===== config.mk =====
export PLATFORM = sky130hd
export DESIGN_NAME = pipe_hazard_ctrl_flat
export DESIGN_NICKNAME = d
export VERILOG_FILES = /design/src/rtl/pipe_ctrl_pkg.sv /design/src/rtl/pipe_hazard_ctrl_if.sv /design/src/rtl/pipe_hazard_ctrl_hazard_detect.sv /design/src/rtl/pipe_hazard_ctrl.sv /design/src/flat_wrapper.sv
export SDC_FILE = /design/constraint.sdc
export NUM_CORES = 1
export LEC_CHECK = 0
export ABC_CLOCK_PERIOD_IN_PS = 2300
export CORE_MARGIN = 8
export CORE_UTILIZATION = 35
export DETAILED_ROUTE_END_ITERATION = 16
export GPL_ROUTABILITY_DRIVEN = 0
export SETUP_SLACK_MARGIN = 0.15
export SKIP_CTS_REPAIR_TIMING = 1
export SYNTH_ARGS = -nofsm -noshare
export SYNTH_HDL_FRONTEND = slang
export SYNTH_HIERARCHICAL = 1
export SYNTH_SLANG_ARGS = --single-unit

===== constraint.sdc =====
create_clock -name clk -period 2.3 [get_ports clk]
set_input_delay 0.46 -clock clk [delete_from_list [all_inputs] [get_ports clk]]
set_output_delay 0.46 -clock clk [all_outputs]
set_load 0.05 [all_outputs]

===== src/rtl/pipe_ctrl_pkg.sv =====
// Shared types and constants for the five-stage pipeline sequencing controller.
// The control patterns below are the only legal en/flush combinations the controller produces.
package pipe_ctrl_pkg;

    typedef enum logic [1:0] {
        S_RESET    = 2'd0,
        S_RUN      = 2'd1,
        S_MEM_WAIT = 2'd2,
        S_HALT     = 2'd3
    } state_t;

    localparam logic [4:0] REG_ZERO = 5'd0;

    typedef struct packed {
        logic pc_en;
        logic ifid_en;
        logic idex_en;
        logic exmem_en;
        logic memwb_en;
        logic ifid_flush;
        logic idex_flush;
        logic memwb_flush;
    } pipe_ctl_t;

    localparam pipe_ctl_t CTL_RESET = '{pc_en: 1'b0, ifid_en: 1'b0, idex_en: 1'b0,
                                        exmem_en: 1'b0, memwb_en: 1'b0, ifid_flush: 1'b1,
                                        idex_flush: 1'b1, memwb_flush: 1'b1};

    localparam pipe_ctl_t CTL_ADVANCE = '{pc_en: 1'b1, ifid_en: 1'b1, idex_en: 1'b1,
                                          exmem_en: 1'b1, memwb_en: 1'b1, ifid_flush: 1'b0,
                                          idex_flush: 1'b0, memwb_flush: 1'b0};

    // Wrong-path squash: everything advances, the two younger instructions become bubbles.
    localparam pipe_ctl_t CTL_BRANCH = '{pc_en: 1'b1, ifid_en: 1'b1, idex_en: 1'b1,
                                         exmem_en: 1'b1, memwb_en: 1'b1, ifid_flush: 1'b1,
                                         idex_flush: 1'b1, memwb_flush: 1'b0};

    localparam pipe_ctl_t CTL_LOAD_USE = '{pc_en: 1'b0, ifid_en: 1'b0, idex_en: 1'b1,
                                           exmem_en: 1'b1, memwb_en: 1'b1, ifid_flush: 1'b0,
                                           idex_flush: 1'b1, memwb_flush: 1'b0};

    // Frozen pipeline: nothing moves, WB sees a bubble so a stalled load is not retired twice.
    localparam pipe_ctl_t CTL_FREEZE = '{pc_en: 1'b0, ifid_en: 1'b0, idex_en: 1'b0,
                                         exmem_en: 1'b0, memwb_en: 1'b0, ifid_flush: 1'b0,
                                         idex_flush: 1'b0, memwb_flush: 1'b1};

    localparam pipe_ctl_t CTL_HALT = '{default: 1'b0};

endpackage


===== src/rtl/pipe_hazard_ctrl_if.sv =====
// Control/status bundle between the pipeline datapath and the sequencing controller.
// master = datapath side, slave = controller side.
interface pipe_hazard_ctrl_if #(
    parameter int CNT_W = 16
);
    logic [4:0]       id_rs_num;
    logic [4:0]       id_rt_num;
    logic             id_uses_rs;
    logic             id_uses_rt;
    logic             ex_mem_to_reg;
    logic             ex_reg_write;
    logic [4:0]       ex_rd_num;
    logic             ex_branch;
    logic             ex_zero;
    logic             mem_access;
    logic             dmem_ready;

    logic             dmem_req;
    logic             pc_en;
    logic             ifid_en;
    logic             idex_en;
    logic             exmem_en;
    logic             memwb_en;
    logic             ifid_flush;
    logic             idex_flush;
    logic             memwb_flush;
    logic             halted;
    logic [CNT_W-1:0] stall_cycles;
    logic [CNT_W-1:0] flush_events;

    modport master (
        output id_rs_num, id_rt_num, id_uses_rs, id_uses_rt,
               ex_mem_to_reg, ex_reg_write, ex_rd_num, ex_branch, ex_zero,
               mem_access, dmem_ready,
        input  dmem_req, pc_en, ifid_en, idex_en, exmem_en, memwb_en,
               ifid_flush, idex_flush, memwb_flush, halted, stall_cycles, flush_events
    );

    modport slave (
        input  id_rs_num, id_rt_num, id_uses_rs, id_uses_rt,
               ex_mem_to_reg, ex_reg_write, ex_rd_num, ex_branch, ex_zero,
               mem_access, dmem_ready,
        output dmem_req, pc_en, ifid_en, idex_en, exmem_en, memwb_en,
               ifid_flush, idex_flush, memwb_flush, halted, stall_cycles, flush_events
    );

endinterface


===== src/rtl/pipe_hazard_ctrl_hazard_detect.sv =====
// Combinational load-use compare between the instruction in ID and a load in EX.
// Kept standalone so the forwarding unit can share the same register-match logic.
module hazard_detect
    import pipe_ctrl_pkg::*;
(
    input  logic [4:0] i_id_rs_num,
    input  logic [4:0] i_id_rt_num,
    input  logic       i_id_uses_rs,
    input  logic       i_id_uses_rt,
    input  logic       i_ex_mem_to_reg,
    input  logic       i_ex_reg_write,
    input  logic [4:0] i_ex_rd_num,
    output logic       o_load_use
);

    logic w_ex_load;
    logic w_rs_match;
    logic w_rt_match;

    // r0 is hardwired to zero, so a load targeting it never produces a value to wait for.
    assign w_ex_load  = i_ex_mem_to_reg & i_ex_reg_write & (i_ex_rd_num != REG_ZERO);
    assign w_rs_match = i_id_uses_rs & (i_id_rs_num == i_ex_rd_num);
    assign w_rt_match = i_id_uses_rt & (i_id_rt_num == i_ex_rd_num);
    assign o_load_use = w_ex_load & (w_rs_match | w_rt_match);

endmodule


===== src/rtl/pipe_hazard_ctrl.sv =====
// Pipeline sequencing controller: load-use stall, taken-branch squash, data-memory freeze,
// memory timeout halt and saturating performance counters.
module pipe_hazard_ctrl
    import pipe_ctrl_pkg::*;
#(
    parameter int MEM_TIMEOUT = 16,
    parameter int CNT_W       = 16
) (
    input  logic              clk,
    input  logic              rst_n,
    pipe_hazard_ctrl_if.slave bus
);

    localparam int                WAIT_W    = $clog2(MEM_TIMEOUT + 1);
    localparam logic [WAIT_W-1:0] WAIT_LAST = WAIT_W'(MEM_TIMEOUT - 1);

    state_t             r_state;
    logic [WAIT_W-1:0]  r_wait_cnt;
    logic               r_halted;
    logic [CNT_W-1:0]   r_stall_cycles;
    logic [CNT_W-1:0]   r_flush_events;

    logic               w_taken;
    logic               w_mem_stall;
    logic               w_load_use;
    pipe_ctl_t          w_resume_ctl;
    logic               w_resume_stall;
    logic               w_resume_flush;
    pipe_ctl_t          w_ctl;
    logic               w_dmem_req;
    logic               w_stall_inc;
    logic               w_flush_inc;

    hazard_detect u_hazard_detect (
        .i_id_rs_num     (bus.id_rs_num),
        .i_id_rt_num     (bus.id_rt_num),
        .i_id_uses_rs    (bus.id_uses_rs),
        .i_id_uses_rt    (bus.id_uses_rt),
        .i_ex_mem_to_reg (bus.ex_mem_to_reg),
        .i_ex_reg_write  (bus.ex_reg_write),
        .i_ex_rd_num     (bus.ex_rd_num),
        .o_load_use      (w_load_use)
    );

    assign w_taken     = bus.ex_branch & bus.ex_zero;
    assign w_mem_stall = bus.mem_access & ~bus.dmem_ready;

    // Behaviour of a cycle in which memory is not holding the pipeline back.
    // A taken branch wins over load-use because the dependent ID instruction is squashed anyway.
    always_comb begin
        // NOTE: every always_comb output gets a default first so no path can infer a latch.
        w_resume_ctl   = CTL_ADVANCE;
        w_resume_stall = 1'b0;
        w_resume_flush = 1'b0;
        if (w_taken) begin
            w_resume_ctl   = CTL_BRANCH;
            w_resume_flush = 1'b1;
        end else if (w_load_use) begin
            w_resume_ctl   = CTL_LOAD_USE;
            w_resume_stall = 1'b1;
        end
    end

    always_comb begin
        w_ctl       = CTL_HALT;
        w_dmem_req  = 1'b0;
        w_stall_inc = 1'b0;
        w_flush_inc = 1'b0;
        case (r_state)
            S_RESET: w_ctl = CTL_RESET;
            S_RUN: begin
                w_dmem_req = bus.mem_access;
                if (w_mem_stall) begin
                    w_ctl       = CTL_FREEZE;
                    w_stall_inc = 1'b1;
                end else begin
                    w_ctl       = w_resume_ctl;
                    w_stall_inc = w_resume_stall;
                    w_flush_inc = w_resume_flush;
                end
            end
            S_MEM_WAIT: begin
                w_dmem_req = 1'b1;
                if (bus.dmem_ready) begin
                    w_ctl       = w_resume_ctl;
                    w_stall_inc = w_resume_stall;
                    w_flush_inc = w_resume_flush;
                end else begin
                    w_ctl       = CTL_FREEZE;
                    w_stall_inc = 1'b1;
                end
            end
            default: ;
        endcase
    end

    // NOTE: state is updated with non-blocking assignments so every flop samples pre-edge values.
    always_ff @(posedge clk or negedge rst_n) begin
        if (!rst_n) begin
            r_state    <= S_RESET;
            r_wait_cnt <= '0;
            r_halted   <= 1'b0;
        end else begin
            case (r_state)
                S_RESET: r_state <= S_RUN;
                S_RUN: begin
                    if (w_mem_stall) begin
                        r_state    <= S_MEM_WAIT;
                        r_wait_cnt <= WAIT_W'(1);
                    end
                end
                S_MEM_WAIT: begin
                    if (bus.dmem_ready) begin
                        r_state    <= S_RUN;
                        r_wait_cnt <= '0;
                    end else begin
                        r_wait_cnt <= r_wait_cnt + WAIT_W'(1);
                        if (r_wait_cnt == WAIT_LAST) begin
                            r_state  <= S_HALT;
                            r_halted <= 1'b1;
                        end
                    end
                end
                S_HALT:  r_halted <= 1'b1;
                default: r_state  <= S_RESET;
            endcase
        end
    end

    always_ff @(posedge clk or negedge rst_n) begin
        if (!rst_n) begin
            r_stall_cycles <= '0;
            r_flush_events <= '0;
        end else begin
            if (w_stall_inc && (r_stall_cycles != '1)) begin
                r_stall_cycles <= r_stall_cycles + CNT_W'(1);
            end
            if (w_flush_inc && (r_flush_events != '1)) begin
                r_flush_events <= r_flush_events + CNT_W'(1);
            end
        end
    end

    assign bus.dmem_req     = w_dmem_req;
    assign bus.pc_en        = w_ctl.pc_en;
    assign bus.ifid_en      = w_ctl.ifid_en;
    assign bus.idex_en      = w_ctl.idex_en;
    assign bus.exmem_en     = w_ctl.exmem_en;
    assign bus.memwb_en     = w_ctl.memwb_en;
    assign bus.ifid_flush   = w_ctl.ifid_flush;
    assign bus.idex_flush   = w_ctl.idex_flush;
    assign bus.memwb_flush  = w_ctl.memwb_flush;
    assign bus.halted       = r_halted;
    assign bus.stall_cycles = r_stall_cycles;
    assign bus.flush_events = r_flush_events;

endmodule


===== src/flat_wrapper.sv =====
// flat-port wrapper written by rule: the top's interface ports become plain ports
module pipe_hazard_ctrl_flat import pipe_ctrl_pkg::*;
#(
    parameter int MEM_TIMEOUT = 16,
    parameter int CNT_W       = 16
)
  (clk, rst_n, bus_id_rs_num, bus_id_rt_num, bus_id_uses_rs, bus_id_uses_rt, bus_ex_mem_to_reg, bus_ex_reg_write, bus_ex_rd_num, bus_ex_branch, bus_ex_zero, bus_mem_access, bus_dmem_ready, bus_dmem_req, bus_pc_en, bus_ifid_en, bus_idex_en, bus_exmem_en, bus_memwb_en, bus_ifid_flush, bus_idex_flush, bus_memwb_flush, bus_halted, bus_stall_cycles, bus_flush_events);
  pipe_hazard_ctrl_if #(.CNT_W(CNT_W)) bus_i ();
  input  logic clk;
  input  logic rst_n;
  input wire logic [$bits(bus_i.id_rs_num)-1:0] bus_id_rs_num;
  input wire logic [$bits(bus_i.id_rt_num)-1:0] bus_id_rt_num;
  input wire logic [$bits(bus_i.id_uses_rs)-1:0] bus_id_uses_rs;
  input wire logic [$bits(bus_i.id_uses_rt)-1:0] bus_id_uses_rt;
  input wire logic [$bits(bus_i.ex_mem_to_reg)-1:0] bus_ex_mem_to_reg;
  input wire logic [$bits(bus_i.ex_reg_write)-1:0] bus_ex_reg_write;
  input wire logic [$bits(bus_i.ex_rd_num)-1:0] bus_ex_rd_num;
  input wire logic [$bits(bus_i.ex_branch)-1:0] bus_ex_branch;
  input wire logic [$bits(bus_i.ex_zero)-1:0] bus_ex_zero;
  input wire logic [$bits(bus_i.mem_access)-1:0] bus_mem_access;
  input wire logic [$bits(bus_i.dmem_ready)-1:0] bus_dmem_ready;
  output wire logic [$bits(bus_i.dmem_req)-1:0] bus_dmem_req;
  output wire logic [$bits(bus_i.pc_en)-1:0] bus_pc_en;
  output wire logic [$bits(bus_i.ifid_en)-1:0] bus_ifid_en;
  output wire logic [$bits(bus_i.idex_en)-1:0] bus_idex_en;
  output wire logic [$bits(bus_i.exmem_en)-1:0] bus_exmem_en;
  output wire logic [$bits(bus_i.memwb_en)-1:0] bus_memwb_en;
  output wire logic [$bits(bus_i.ifid_flush)-1:0] bus_ifid_flush;
  output wire logic [$bits(bus_i.idex_flush)-1:0] bus_idex_flush;
  output wire logic [$bits(bus_i.memwb_flush)-1:0] bus_memwb_flush;
  output wire logic [$bits(bus_i.halted)-1:0] bus_halted;
  output wire logic [$bits(bus_i.stall_cycles)-1:0] bus_stall_cycles;
  output wire logic [$bits(bus_i.flush_events)-1:0] bus_flush_events;
  assign bus_i.id_rs_num = bus_id_rs_num;
  assign bus_i.id_rt_num = bus_id_rt_num;
  assign bus_i.id_uses_rs = bus_id_uses_rs;
  assign bus_i.id_uses_rt = bus_id_uses_rt;
  assign bus_i.ex_mem_to_reg = bus_ex_mem_to_reg;
  assign bus_i.ex_reg_write = bus_ex_reg_write;
  assign bus_i.ex_rd_num = bus_ex_rd_num;
  assign bus_i.ex_branch = bus_ex_branch;
  assign bus_i.ex_zero = bus_ex_zero;
  assign bus_i.mem_access = bus_mem_access;
  assign bus_i.dmem_ready = bus_dmem_ready;
  assign bus_dmem_req = bus_i.dmem_req;
  assign bus_pc_en = bus_i.pc_en;
  assign bus_ifid_en = bus_i.ifid_en;
  assign bus_idex_en = bus_i.idex_en;
  assign bus_exmem_en = bus_i.exmem_en;
  assign bus_memwb_en = bus_i.memwb_en;
  assign bus_ifid_flush = bus_i.ifid_flush;
  assign bus_idex_flush = bus_i.idex_flush;
  assign bus_memwb_flush = bus_i.memwb_flush;
  assign bus_halted = bus_i.halted;
  assign bus_stall_cycles = bus_i.stall_cycles;
  assign bus_flush_events = bus_i.flush_events;
  pipe_hazard_ctrl #(.MEM_TIMEOUT(MEM_TIMEOUT), .CNT_W(CNT_W)) u_core (.clk(clk), .rst_n(rst_n), .bus(bus_i));
endmodule

==> flow_metrics.py <==
metrics = {
    "grt": {
        "grt_pass1_vias": 2078,
        "overflow": 0,
        "grt_pass1_wl_um": 9949,
        "grt_max_degree": 18,
        "grt_antenna_before_repair": 0,
        "grtUsageTotal": 0.1258,
    },
    "detailed_routing": {
        "drtIter0Drc": 34,
        "routed_wl_um": 6543,
        "drc": 0,
        "dr.pass1.iters": 4,
        "via_count": 2074,
        "drt-vias-per-instance": 5.121,
        "avgRoutedWirePerCell_um": 16.16,
        "ant_nets": 0,
    },
    "synth": {
        "syn_nets": 265,
        "ys_ff_latch": 40,
        "synth.area.top_cells": "dfrtp_1 44%, xor2_1 11%, ha_1 5.5%",
        "synthFlopType": "dfrtp_1",
        "synth_edf_count": 0,
        "synth_top_area_share": 0.4386,
        "async_flop_share": 1.000,
        "synth.distinct_cells": 39,
        "syn_inst": 230,
        "yosysWarnings": 6,
        "synth_area_mm2": 0.002282,
        "synth_area_per_cell_um2": 9.923,
        "synth_seq_area_share": 0.4386,
        "synth_top_area_cell": "dfrtp_1",
    },
    "layout": {
        "fin_cells": 405,
        "final_common_cell": "clkdlybuf4s50_1",
        "diodes": 0,
        "multi_input_area_mm2": 0.001466,
        "fillers": 551,
        "layout-drive-gt1-share": 0.3049,
        "area_growth_pct": 62.39,
        "layout_common_cells": "39 x clkdlybuf4s50_1, 32 x dfrtp_1, 27 x xor2_1",
        "fin_nets": 362,
        "regArea_mm2": 0.001011,
    },
    "clock_network": {
        "clk_pin_slew_ns": 0.08,
        "clockBufferDepth": 2,
        "cts-root-buf": "clkbuf_8",
        "clk_latency_ns": 0.29,
        "numCtsBuffers": 5,
        "cts.sinks": 40,
        "htree_levels": 2,
        "cts_tree": "built",
    },
    "floorplanning": {
        "core_area_mm2": 0.006314,
        "die_w_um": 96.75,
        "dieArea_mm2": 0.009361,
        "ios": 67,
        "start_util": 0.3615,
        "die_h_um": 96.75,
        "fp-row-count": 29,
    },
    "pwr": {
        "power.leakage_nw": 1.699,
        "power.density_mw_per_mm2": 1008,
        "vdd_ir_drop_max_v": 0.001034,
    },
    "timing": {
        "fin_crit_sh": 1.074,
        "finalSetupTns_ns": -0.3959,
        "hold_slack_ns": 0.08479,
        "maxSlewViolCount": 0,
        "grt_setup_unrepaired": "yes",
        "worst_pin_slew_ns": 0.5190,
        "relSlewSlack": 0.6508,
        "finalHoldViolations": 0,
        "setup_viol": 3,
        "fmax_mhz": 404.8,
        "layout_setup_ws_ns": -0.1701,
        "final.setup_skew_ns": 0.007177,
        "period_minus_slack_ns": 2.470,
    },
    "setup_path": {
        "cp_slowest_cell": "nor4_1",
        "cp_num_buf_inv": 3,
        "worstSetupPathType": "input pin to output port",
        "crit_family": "simple AND/OR/NAND/NOR gates",
        "crit_fanout": 3,
        "worstPathArrival_ns": 2.01,
        "crit_path_start": "bus_ex_rd_num[3]",
        "max_stage_delay_ns": 0.26,
        "worstSetupEndpointType": "output port",
        "startpoint_type": "input pin",
        "reg2reg_from": "u_core/r_state[1]",
        "cp_cell_sequence": "clkbuf_2 > xor2_1 > nor4_1 > nand3_1 > a21oi_2 > a21bo_2 > buf_6 > and2_4 > buf_12",
        "cp.required_ns": 1.84,
    },
    "placement": {
        "preCtsSetupSlack_ns": -0.6205,
        "port-buffer-count": 66,
        "dp_hpwl_um": 4757,
        "dp.cells": 387,
    },
    "worst_hold_path": {
        "hp-class": "input pin to asynchronous set/reset pin",
    },
    "outcome": {
        "violations": "setup timing",
        "run_status": "finished with violations",
    },
    "job": {
        "max_cap_violations": 0,
    },
}
power by group:
part,switching (mW),internal (mW)
Sequential,0.136,0.809
Combinational,1.24,0.989
Clock,0.236,0.322
Total,1.62,2.12
sequential cells by signal, indices dropped and copies added (netlist names):
| name | cells |
|---|---|
| u_core/bus.stall_cycles | 16 |
| u_core/r_wait_cnt | 5 |
| u_core/r_state | 2 |
| u_core/bus.flush_events | 16 |
| u_core/bus.halted | 1 |
path summary, 6_finish.rpt:
path	end	slack, ns	cells after the start
worst max-delay path	bus_pc_en	-0.17	9
worst min register to register	u_core/r_wait_cnt[3]	0.48	1
max in group asynchronous	u_core/r_state[0]	1.64	2
min in group clk	u_core/r_wait_cnt[3]	0.48	1
worst max register to register	u_core/bus.flush_events[13]	0.26	8
worst min-delay path	u_core/bus.stall_cycles[10]	0.08	1
routing by layer:
layer	GRT usage	wire, um
met3	0.05192	515
met5	0	0
met1	0.1512	2759
met2	0.1974	3191
met4	0.04260	77
cell usage after synthesis, drive strengths merged (3+ instances only):
| cell | instances |
|---|---|
| dfrtp | 40 |
| xor2 | 28 |
| nor2 | 22 |
| nand2 | 17 |
| nand3 | 12 |
| nand4 | 12 |
| nor3 | 11 |
| ha | 10 |
| nor4 | 10 |
| xnor2 | 10 |
| o21ai | 8 |
| inv | 6 |
| buf | 5 |
| and3 | 4 |
| and2 | 3 |
| and4 | 3 |
| mux2i | 3 |
| nand2b | 3 |
cells by family (layout without fill, tap and decap cells):
family | Yosys count | after routing | share of synthesized area
muxes | 5 | 5 | 0.02303
DFF | 40 | 40 | 0.4386
xor gates and xnor gates | 38 | 38 | 0.1458
buffers and inverters | 12 | 109 | 0.02576
and+or+nand+nor | 104 | 105 | 0.2462
AOI/OAI and AO/OA | 21 | 21 | 0.06579
adders and majority gates | 10 | 10 | 0.05482
cell type report:
class                           count  share of cell area
Sequential cell                    40              0.2728
Multi-Input combinational cell    179              0.3957
Inverter                            6            0.006077
Clock buffer                        6             0.01958
Tap cell                           77             0.02600
Timing Repair Buffer               95              0.2704
Clock inverter                      2            0.009453
per-stage QoR:
stage	total power [mW]	instance area (um2)	util
after CTS	3.463	3450	0.5464
final	3.736	3706	0.5870
after floorplan	2.101	2425	-
after global routing	3.943	3706	0.5870
after global placement	2.866	3342	0.5293
after detailed placement	2.887	3342	0.5293
Note: power is estimated with default switching activity, not from simulation.
